`config.mk`:
```
export PLATFORM = sky130hd
export DESIGN_NAME = riscv_test_monitor_flat
export DESIGN_NICKNAME = d
export VERILOG_FILES = /design/src/rtl/riscv_test_monitor_pkg.sv /design/src/rtl/riscv_test_monitor_if.sv /design/src/rtl/riscv_test_monitor_mon_sat_counter.sv /design/src/rtl/riscv_test_monitor.sv /design/src/flat_wrapper.sv
export SDC_FILE = /design/constraint.sdc
export NUM_CORES = 1
export LEC_CHECK = 0
export CELL_PAD_IN_SITES_DETAIL_PLACEMENT = 0
export CELL_PAD_IN_SITES_GLOBAL_PLACEMENT = 1
export CORE_MARGIN = 1
export CORE_UTILIZATION = 39
export DETAILED_ROUTE_END_ITERATION = 6
export PLACE_DENSITY = 0.87
export SETUP_SLACK_MARGIN = 0.5
export SKIP_CTS_REPAIR_TIMING = 1
export SYNTH_ARGS = -nofsm -noshare
export SYNTH_HDL_FRONTEND = slang
export SYNTH_SLANG_ARGS = --single-unit
export TNS_END_PERCENT = 30
```
`constraint.sdc`:
```
create_clock -name clk -period 8.55 [get_ports clk]
set_input_delay 1.71 -clock clk [delete_from_list [all_inputs] [get_ports clk]]
set_output_delay 1.71 -clock clk [all_outputs]
set_load 0.05 [all_outputs]
```
`src/rtl/riscv_test_monitor_pkg.sv`:
```
// Purpose: shared monitor state encodings and default register indices.
// Latency: n/a (declarations only).
// Backpressure: n/a.
package riscv_test_monitor_pkg;

  typedef enum logic [2:0] {
    MON_IDLE    = 3'd0,
    MON_RUN     = 3'd1,
    MON_SETTLE  = 3'd2,
    MON_PASS    = 3'd3,
    MON_FAIL    = 3'd4,
    MON_TIMEOUT = 3'd5
  } mon_state_e;

  // riscv-tests ABI: x26 = done flag, x27 = pass flag, x3 (gp) = test number,
  // x15 = console byte register.
  localparam logic [4:0] DEF_DONE_REG = 5'd26;
  localparam logic [4:0] DEF_PASS_REG = 5'd27;
  localparam logic [4:0] DEF_TNUM_REG = 5'd3;
  localparam logic [4:0] DEF_CON_REG  = 5'd15;

  // The cycle counter only advances while a test is in flight.
  function automatic logic is_counting(mon_state_e s);
    return (s == MON_RUN) || (s == MON_SETTLE);
  endfunction

endpackage

```
`src/rtl/riscv_test_monitor_if.sv`:
```
// Purpose: bundles the snooped regfile write port, arm strobe and monitor results.
// Latency: n/a (wires only).
// Backpressure: none; the monitor is a passive observer and every output is a pulse or level.
// Ports: arm_i/we_i/waddr_i/wdata_i driven by master; verdict, testnum, cycles and console
//        stream driven by slave (the monitor).
interface riscv_test_monitor_if #(
  parameter int XLEN  = 32,
  parameter int CNT_W = 32
);
  logic             arm_i;
  logic             we_i;
  logic [4:0]       waddr_i;
  logic [XLEN-1:0]  wdata_i;
  logic             done_o;
  logic             pass_o;
  logic             fail_o;
  logic             timeout_o;
  logic [XLEN-1:0]  testnum_o;
  logic [CNT_W-1:0] cycles_o;
  logic             con_valid_o;
  logic [7:0]       con_data_o;

  modport master (
    output arm_i, we_i, waddr_i, wdata_i,
    input  done_o, pass_o, fail_o, timeout_o, testnum_o, cycles_o, con_valid_o, con_data_o
  );

  modport slave (
    input  arm_i, we_i, waddr_i, wdata_i,
    output done_o, pass_o, fail_o, timeout_o, testnum_o, cycles_o, con_valid_o, con_data_o
  );
endinterface

```
`src/rtl/riscv_test_monitor_mon_sat_counter.sv`:
```
// Purpose: up-counter with synchronous clear and enable that sticks at all-ones.
// Latency: count visible 1 cycle after enable.
// Backpressure: none.
// Ports: clk, rst (async, active-high), clr (priority over en), en, cnt.
module mon_sat_counter #(
  parameter int W = 32
) (
  input  logic         clk,
  input  logic         rst,
  input  logic         clr,
  input  logic         en,
  output logic [W-1:0] cnt
);

  localparam logic [W-1:0] ONE = {{(W-1){1'b0}}, 1'b1};

  always_ff @(posedge clk or posedge rst) begin
    if (rst) begin
      cnt <= '0;
    end else if (clr) begin
      cnt <= '0;
    end else if (en && (cnt != '1)) begin
      cnt <= cnt + ONE;
    end
  end

endmodule

```
`src/rtl/riscv_test_monitor.sv`:
```
// Purpose: riscv-tests pass/fail monitor snooping the regfile write port, plus console byte tap.
// Latency: snoop -> shadow/console 1 cycle; done write -> verdict SETTLE_CYC cycles.
// Backpressure: none; console pulses are unbuffered and track regfile writes one-for-one.
// Ports: clk, rst (async, active-high), mon (slave modport: arm/snoop in, verdict/counters/console out).
module riscv_test_monitor
  import riscv_test_monitor_pkg::*;
#(
  parameter int          XLEN        = 32,
  parameter logic [4:0]  DONE_REG    = DEF_DONE_REG,
  parameter logic [4:0]  PASS_REG    = DEF_PASS_REG,
  parameter logic [4:0]  TNUM_REG    = DEF_TNUM_REG,
  parameter logic [4:0]  CON_REG     = DEF_CON_REG,
  parameter int unsigned SETTLE_CYC  = 20,
  parameter int unsigned TIMEOUT_CYC = 200000,
  parameter int          CNT_W       = 32
) (
  input logic                 clk,
  input logic                 rst,
  riscv_test_monitor_if.slave mon
);

  localparam int               SET_W       = $clog2(SETTLE_CYC + 1);
  localparam logic [SET_W-1:0] SETTLE_LAST = SET_W'(SETTLE_CYC - 1);
  localparam logic [CNT_W-1:0] TO_LAST     = CNT_W'(TIMEOUT_CYC - 1);
  localparam logic             TO_EN       = (TIMEOUT_CYC != 0);
  localparam logic             CON_EN      = (CON_REG != 5'd0);
  localparam logic [XLEN-1:0]  ONE_X       = {{(XLEN-1){1'b0}}, 1'b1};

  mon_state_e       state_q, state_d;
  logic             pass_sh;
  logic [XLEN-1:0]  tnum_sh;
  logic [CNT_W-1:0] cycles;
  logic [SET_W-1:0] settle_cnt;
  logic             done_q, pass_q, fail_q, timeout_q;
  logic             con_vld_q;
  logic [7:0]       con_dat_q;

  // Writes to x0 are architecturally dropped, so they never count as a hit.
  logic wr_vld, done_hit, pass_hit, tnum_hit, con_hit, shadow_en, wdata_is_one, pass_eff;

  assign wr_vld       = mon.we_i && (mon.waddr_i != 5'd0);
  assign wdata_is_one = (mon.wdata_i == ONE_X);
  assign done_hit     = wr_vld && (mon.waddr_i == DONE_REG) && wdata_is_one;
  assign pass_hit     = wr_vld && (mon.waddr_i == PASS_REG);
  assign tnum_hit     = wr_vld && (mon.waddr_i == TNUM_REG);
  assign con_hit      = CON_EN && wr_vld && (mon.waddr_i == CON_REG);
  assign shadow_en    = is_counting(state_q);

  // A pass-flag write on the final settle cycle must still steer the verdict.
  assign pass_eff     = (shadow_en && pass_hit) ? wdata_is_one : pass_sh;

  // Shadows: arm wipes them even if a write lands in the same cycle.
  always_ff @(posedge clk or posedge rst) begin
    if (rst) begin
      pass_sh <= 1'b0;
      tnum_sh <= '0;
    end else if (mon.arm_i) begin
      pass_sh <= 1'b0;
      tnum_sh <= '0;
    end else if (shadow_en) begin
      if (pass_hit) pass_sh <= wdata_is_one;
      if (tnum_hit) tnum_sh <= mon.wdata_i;
    end
  end

  mon_sat_counter #(.W(CNT_W)) u_cycle_cnt (
    .clk (clk),
    .rst (rst),
    .clr (mon.arm_i),
    .en  (shadow_en),
    .cnt (cycles)
  );

  // Held at zero outside SETTLE so entry always starts a fresh window.
  mon_sat_counter #(.W(SET_W)) u_settle_cnt (
    .clk (clk),
    .rst (rst),
    .clr (mon.arm_i || (state_q != MON_SETTLE)),
    .en  (state_q == MON_SETTLE),
    .cnt (settle_cnt)
  );

  always_ff @(posedge clk or posedge rst) begin
    if (rst) state_q <= MON_IDLE;
    else     state_q <= state_d;
  end

  always_comb begin
    state_d = state_q;
    if (mon.arm_i) begin
      state_d = MON_RUN;
    end else begin
      case (state_q)
        MON_RUN: begin
          // Done takes precedence over a watchdog expiry in the same cycle.
          if (done_hit)                          state_d = MON_SETTLE;
          else if (TO_EN && (cycles == TO_LAST)) state_d = MON_TIMEOUT;
        end
        MON_SETTLE: begin
          if (settle_cnt == SETTLE_LAST) state_d = pass_eff ? MON_PASS : MON_FAIL;
        end
        default: state_d = state_q;
      endcase
    end
  end

  // Verdict flags are registered off the next state so they rise with the state change.
  always_ff @(posedge clk or posedge rst) begin
    if (rst) begin
      done_q    <= 1'b0;
      pass_q    <= 1'b0;
      fail_q    <= 1'b0;
      timeout_q <= 1'b0;
    end else begin
      pass_q    <= (state_d == MON_PASS);
      fail_q    <= (state_d == MON_FAIL);
      timeout_q <= (state_d == MON_TIMEOUT);
      done_q    <= (state_d == MON_PASS) || (state_d == MON_FAIL) || (state_d == MON_TIMEOUT);
    end
  end

  always_ff @(posedge clk or posedge rst) begin
    if (rst) begin
      con_vld_q <= 1'b0;
      con_dat_q <= 8'h00;
    end else begin
      con_vld_q <= con_hit;
      if (con_hit) con_dat_q <= mon.wdata_i[7:0];
    end
  end

  assign mon.done_o      = done_q;
  assign mon.pass_o      = pass_q;
  assign mon.fail_o      = fail_q;
  assign mon.timeout_o   = timeout_q;
  assign mon.testnum_o   = tnum_sh;
  assign mon.cycles_o    = cycles;
  assign mon.con_valid_o = con_vld_q;
  assign mon.con_data_o  = con_dat_q;

endmodule
```
`src/flat_wrapper.sv`:
```
// flat-port wrapper written by rule: the top's interface ports become plain ports
module riscv_test_monitor_flat import riscv_test_monitor_pkg::*;
#(
  parameter int          XLEN        = 32,
  parameter logic [4:0]  DONE_REG    = DEF_DONE_REG,
  parameter logic [4:0]  PASS_REG    = DEF_PASS_REG,
  parameter logic [4:0]  TNUM_REG    = DEF_TNUM_REG,
  parameter logic [4:0]  CON_REG     = DEF_CON_REG,
  parameter int unsigned SETTLE_CYC  = 20,
  parameter int unsigned TIMEOUT_CYC = 200000,
  parameter int          CNT_W       = 32
)
  (clk, rst, mon_arm_i, mon_we_i, mon_waddr_i, mon_wdata_i, mon_done_o, mon_pass_o, mon_fail_o, mon_timeout_o, mon_testnum_o, mon_cycles_o, mon_con_valid_o, mon_con_data_o);
  riscv_test_monitor_if #(.XLEN(XLEN), .CNT_W(CNT_W)) mon_i ();
  input logic clk;
  input logic rst;
  input wire logic [$bits(mon_i.arm_i)-1:0] mon_arm_i;
  input wire logic [$bits(mon_i.we_i)-1:0] mon_we_i;
  input wire logic [$bits(mon_i.waddr_i)-1:0] mon_waddr_i;
  input wire logic [$bits(mon_i.wdata_i)-1:0] mon_wdata_i;
  output wire logic [$bits(mon_i.done_o)-1:0] mon_done_o;
  output wire logic [$bits(mon_i.pass_o)-1:0] mon_pass_o;
  output wire logic [$bits(mon_i.fail_o)-1:0] mon_fail_o;
  output wire logic [$bits(mon_i.timeout_o)-1:0] mon_timeout_o;
  output wire logic [$bits(mon_i.testnum_o)-1:0] mon_testnum_o;
  output wire logic [$bits(mon_i.cycles_o)-1:0] mon_cycles_o;
  output wire logic [$bits(mon_i.con_valid_o)-1:0] mon_con_valid_o;
  output wire logic [$bits(mon_i.con_data_o)-1:0] mon_con_data_o;
  assign mon_i.arm_i = mon_arm_i;
  assign mon_i.we_i = mon_we_i;
  assign mon_i.waddr_i = mon_waddr_i;
  assign mon_i.wdata_i = mon_wdata_i;
  assign mon_done_o = mon_i.done_o;
  assign mon_pass_o = mon_i.pass_o;
  assign mon_fail_o = mon_i.fail_o;
  assign mon_timeout_o = mon_i.timeout_o;
  assign mon_testnum_o = mon_i.testnum_o;
  assign mon_cycles_o = mon_i.cycles_o;
  assign mon_con_valid_o = mon_i.con_valid_o;
  assign mon_con_data_o = mon_i.con_data_o;
  riscv_test_monitor #(.XLEN(XLEN), .DONE_REG(DONE_REG), .PASS_REG(PASS_REG), .TNUM_REG(TNUM_REG), .CON_REG(CON_REG), .SETTLE_CYC(SETTLE_CYC), .TIMEOUT_CYC(TIMEOUT_CYC), .CNT_W(CNT_W)) u_core (.clk(clk), .rst(rst), .mon(mon_i));
endmodule
```
### After elaboration in Yosys (flattened, before gate mapping)

Index checks and enable logic that the tools add are counted.

* $add $sub $neg: 2
* multiply operators: 0
* div/mod/pow operators: 0
* $lt $le $gt $ge: 0
* eq/ne operators: 15
* shift operators: 0
* mux-type cells: 17
* bitwise logic cells: 0
* reductions and logical operators: 21

Operator list (count)
* $mux 32: 5
* $add 32x1->32 const B: 1
* $eq 32x1->1 const B: 1
* $eq 32x18->1 const B: 1
* $ne 32x32->1 const B: 1
* $eq 5x5->1 const B: 3
* $mux 3: 5
* $mux 5: 2
* $reduce_bool 2->1: 5
* $logic_and 1x1->1: 9
* $eq 3x2->1 const B: 2
* $eq 3x3->1 const B: 2
* $pmux 3 s2: 1
* $add 5x1->5 const B: 1
* $eq 5x2->1 const B: 1
* $eq 5x4->1 const B: 1
* $ne 5x5->1 const B: 1
* $reduce_bool 5->1: 1
* $logic_or 1x1->1: 4
* $mux 1: 4
* $reduce_and 2->1: 2
* $eq 3x1->1 const B: 1
* $ne 3x2->1 const B: 1

* register bits: 86
* latch bits: 0
* memory bits (writable): 0
* ROM bits: 0
* input port bits: 41
* output and inout bits: 77
* word-level logic and storage cells: 66
* memories: 0

### Depth between registers and ports, before layout

* word-level depth: 12
* mapped depth: 9
* gate-level depth less buffers: 7

### Hierarchy

From an unflattened synthesis, not the netlist that was laid out.

* cell total of the unflattened synthesis: 445
* area, all modules: 4195.3 um^2

Modules (own cells, without submodules)
* riscv_test_monitor: times used 1, cells each 233, area each 2193.4 um^2, sequential area each 1226.2 um^2
* mon_sat_counter (u_core.u_cycle_cnt): times used 1, cells each 186, area each 1740.4 um^2, sequential area each 800.8 um^2
* mon_sat_counter (u_core.u_settle_cnt): times used 1, cells each 26, area each 261.5 um^2, sequential area each 125.1 um^2

### Least setup slack after synthesis

OpenSTA, ideal clock, no wires.

* path kind: input port to flip-flop
* start point: input port mon_wdata_i[26]
* end point: register u_core.done_q (netlist: u_core.mon.done_o)
* setup time: 70 ps
* arrival time: 3095 ps
* required time: 8480 ps
* setup slack: 5385 ps
* stages on the path: 6
* buffers on the path: 0
* cell sequence: nor4_1 -> nand4_1 -> o41ai_1 -> o2bb2ai_1 -> nor4b_2 -> nand2b_1

* word-level cells in the longest chain between the ends: 9
* elaborated cells on any way between the ends: 13
* classes of those cells: eq/ne (4); mux (6); reduce/logical (3)

Ends and longest elaborated chain
* start, declared: line flat_wrapper.sv:20 `input wire logic [$bits(mon_i.wdata_i)-1:0] mon_wdata_i;`
* $eq 32x1->1 *: line riscv_test_monitor.sv:42 `assign wdata_is_one = (mon.wdata_i == ONE_X);`
* $mux 1: line riscv_test_monitor.sv:50 `assign pass_eff = (shadow_en && pass_hit) ? wdata_is_one : pass_sh;`
* $mux 3 (2 in a row): line riscv_test_monitor.sv:100 `if (settle_cnt == SETTLE_LAST) state_d = pass_eff ? MON_PASS : MON_FAIL;`
* $pmux 3 s2 *: line riscv_test_monitor.sv:93 `case (state_q)`
* $mux 3 *: line riscv_test_monitor.sv:90 `if (mon.arm_i) begin`
* net u_core.state_d[0]: line riscv_test_monitor.sv:29 `mon_state_e state_q, state_d;`
* $eq 3x2->1 / $eq 3x3->1 (equally long branches): line riscv_test_monitor.sv:118 `done_q <= (state_d == MON_PASS) || (state_d == MON_FAIL) || (state_d == MON_TIMEOUT);`
* $logic_or 1x1->1: line riscv_test_monitor.sv:118
* $logic_or 1x1->1 *: line riscv_test_monitor.sv:118
* end signal, assigned: line riscv_test_monitor.sv:118
* end, declared: line riscv_test_monitor.sv:34 `logic done_q, pass_q, fail_q, timeout_q;`

The timed path passes the listed nets; every way through them passes the cells marked *.
A chain may end at the register's enable or synchronous reset.

### Worst setup path in the final report

* start point: input port mon_wdata_i[1]
* end point: register u_core.done_q (netlist: u_core.mon.done_o)

* word-level cells in the longest chain between the ends: 9
* elaborated cells on any way between the ends: 13
* classes of those cells: eq/ne (4); mux (6); reduce/logical (3)

Ends and longest elaborated chain (line)
* $eq 32x1->1 *: riscv_test_monitor.sv:42
* $mux 1: riscv_test_monitor.sv:50
* $mux 3 (2 in a row): riscv_test_monitor.sv:100
* $pmux 3 s2 *: riscv_test_monitor.sv:93
* $mux 3 *: riscv_test_monitor.sv:90
* $eq 3x2->1 / $eq 3x3->1 (equally long branches): riscv_test_monitor.sv:118
* $logic_or 1x1->1: riscv_test_monitor.sv:118
* $logic_or 1x1->1 *: riscv_test_monitor.sv:118

Every way passes the cells marked *; elsewhere a longest branch is shown, timed or not.

==> summary.txt <==
Power and ir drop
  – Power density over the cells: 145 mW/mm²
  – Final Power: 0.822 mW
  – Lkg Pwr: 2.23 nW
  – Worst vdd ir: 0.0000640 V

Drt
  – Vias: 3705
  – Via density: 5.38
  – Starting DRT DRC Count: 211
  – WL per Instance: 15.7 µm
  – DRC errors left: 0
  – TritonRoute pass-1 iters: 4
  – Number of routed nets with antenna violations: 0
  – DRT Wirelength: 10.8 mm

Global routing
  – GRT Max-Usage Layer: met2
  – GR Layer Usage met2: 32.1%
  – Largest net degree at the start of global routing: 87
  – Global router's overall resource usage: 20.1%
  – Met3 Use GR: 3.74%
  – Antenna violations before repair: 0
  – Number of global-route vias before repair: 3624
  – Grt total ovfl: 0
  – Global-route met1 utilization: 27.4%
  – First-pass GRT wire length: 17.9 mm

Die
  – Core Area: 0.0104 mm²
  – Initial core utilization: 40.5%
  – Die area: 0.0112 mm²
  – Die width: 106 µm
  – I/O Pins: 118
  – Row count: 37
  – Die height: 106 µm

STA
  – Setup violators final: 0
  – Max-slew violations: 0
  – Skew final: 0.00871 ns
  – FMAX: 0.275 GHz
  – Final Cycle Share: 42.6%
  – Final Hold Viols: 0
  – Least-Margin Pin Slew: 1.09 ns
  – RSZ-0062 raised after global routing: false
  – Slew margin rel.: 27.6%
  – Post-layout minimum cycle time: 3.64 ns
  – Final hold slack: 0.521 ns
  – Final setup TNS: 0 ns

Cells and area
  – Nets: 592
  – P&R area growth vs syn: 34.9%
  – # diodes: 0
  – Share of layout cells above drive strength 1: 7.59%
  – Most common cell after layout, fill and taps aside: clkdlybuf4s50_1
  – Most frequent cells in the layout: 116 x clkdlybuf4s50_1, 86 x dfrtp_1, 84 x nand2_1

Synth
  – Seq cells post-synth: 86
  – Avg Cell Area, Syn: 9.62 µm²
  – EDFF count, synth: 0
  – Most used DFF post-synth: dfrtp_1
  – Register area share after synthesis: 51.1%
  – Post-synth ARST share: 100%
  – Synth Cell Area: 0.00421 mm²
  – Synth warn: 0
  – Cell count after synthesis: 438
  – Syn nets: 482
  – Distinct cells, synth: 49

Clock tree
  – Htree depth: 3
  – Reg clk slew, reported paths: 0.09 ns
  – Num CTS Buffers: 9
  – CTS sink cnt: 86
  – Clk root buf: clkbuf_8
  – Clock Latency Late Sink: 0.36 ns
  – CTS tree: yes
  – Clk buf depth: 2

Job
  – Max-cap viol count: 0

Place
  – RD Place Congestion: 0.828
  – # port buffers: 117
  – DP HPWL: 7.55 mm

Setup path
  – Endpoint class of the critical path: flop
  – Arrival @ worst endpoint: 3.93 ns
  – Flop2flop setup slack: 6.09 ns
  – Worst Path Required: 8.84 ns
  – Crit Path Class: input port to flop
  – R2R depth: 5
  – Setup crit start kind: input port
  – Crit Path Max Fanout: 6

Hold path
  – Hold WC Path Type: flop to flop
  – Hold path cells: 1

Run status
  – Status: completed
-- state kept, by name, summed over array words and instances (netlist names), 3 cells and up --
name and count:
u_core.u_cycle_cnt.cnt 32, u_core.state_q 3, u_core.u_settle_cnt.cnt 5, u_core.mon.testnum_o 32, u_core.mon.con_data_o 8
-- logic make-up after synthesis --
family                     after synthesis  synth area share [%]
buffers and inverters                   28                  2.94
DFF                                     86                  51.1
adders and majority gates                3                 0.891
and+or+nand+nor                        231                  29.3
muxes                                   11                  2.85
xor gates and xnor gates                34                  7.07
AOI/OAI and AO/OA                       45                  5.88
-- cells in the mapped netlist, types with 2 or more instances --
cell type,number,area share [%]
and2_1,4,0.59
buf_4,2,0.36
and3_1,6,0.89
dfrtp_1,86,51
nand4b_1,6,1.2
or4_1,4,0.71
nor2b_1,2,0.30
ha_1,3,0.89
nor3_2,4,0.95
a21oi_1,34,4.0
inv_1,7,0.62
xor2_1,13,2.7
mux2i_1,3,0.71
nor2_1,44,3.9
nand4_1,13,1.9
xnor2_1,21,4.4
nand2_1,84,7.5
and4_1,5,1.0
nor4_1,21,3.1
mux2_2,8,2.1
o21ai_0,4,0.48
nor3_1,9,1.1
nand3_1,12,1.4
clkbuf_1,14,1.2
nor4_4,2,1.0
buf_2,3,0.36
o41ai_1,2,0.42
-- path summary, 6_finish.rpt --
path                                         endpoint                     start
setup reg to reg             u_core.mon.testnum_o[29]         u_core.state_q[0]
min in group asynchronous    u_core.mon.con_data_o[1]                       rst
hold / removal               u_core.mon.con_data_o[5]  u_core.mon.con_data_o[5]
max in group asynchronous  u_core.u_cycle_cnt.cnt[13]                       rst
hold reg to reg              u_core.mon.con_data_o[5]  u_core.mon.con_data_o[5]
setup / recovery                    u_core.mon.done_o            mon_wdata_i[1]
-- cell type report --
class                   instances  area (µm²)
fillers                       973        4730
flip-flops and latches         86        2150
multi-input cells             324        1950
repair buffers                120        1190
well taps                     136         170
clock buffers                  11         141
clock inverters                 5        57.6
inverters                       7        27.5
-- power by group --
group          internal (mW)  switching [mW]  total, mW  leakage, nW
sequential             0.416         0.00645      0.422         1.18
clock                  0.144           0.148      0.292        0.104
combinational         0.0415          0.0661      0.108        0.945
total                  0.601           0.221      0.822         2.23
-- critical path, stage by stage --
cell and delay (ns):
clkdlybuf4s50_1 0.47, nor4b_1 0.41, nand4_1 0.32, nor4_1 0.39
o31ai_1 0.17, nor4b_2 0.31, nand2b_1 0.14
-- metal layers --
layer,wire (µm),part of all wire [%],vias up
li1,-,-,1760
met1,4940,46,1805
met2,5040,47,127
met3,664,6.1,13
met4,170,1.6,0
met5,0,0,-
-- per-stage QoR --
step,utilization (%),cells,setup WS (ns),cell area [µm²]
global route,54.6,689,4.74,5680
CTS,54.6,689,4.93,5680
finish,54.6,689,4.91,5680
detailed placement,52.7,673,4.58,5490
global placement,52.7,673,4.47,5490
floorplan,-,438,4.62,4210
Power figures use the tool's default switching activity.
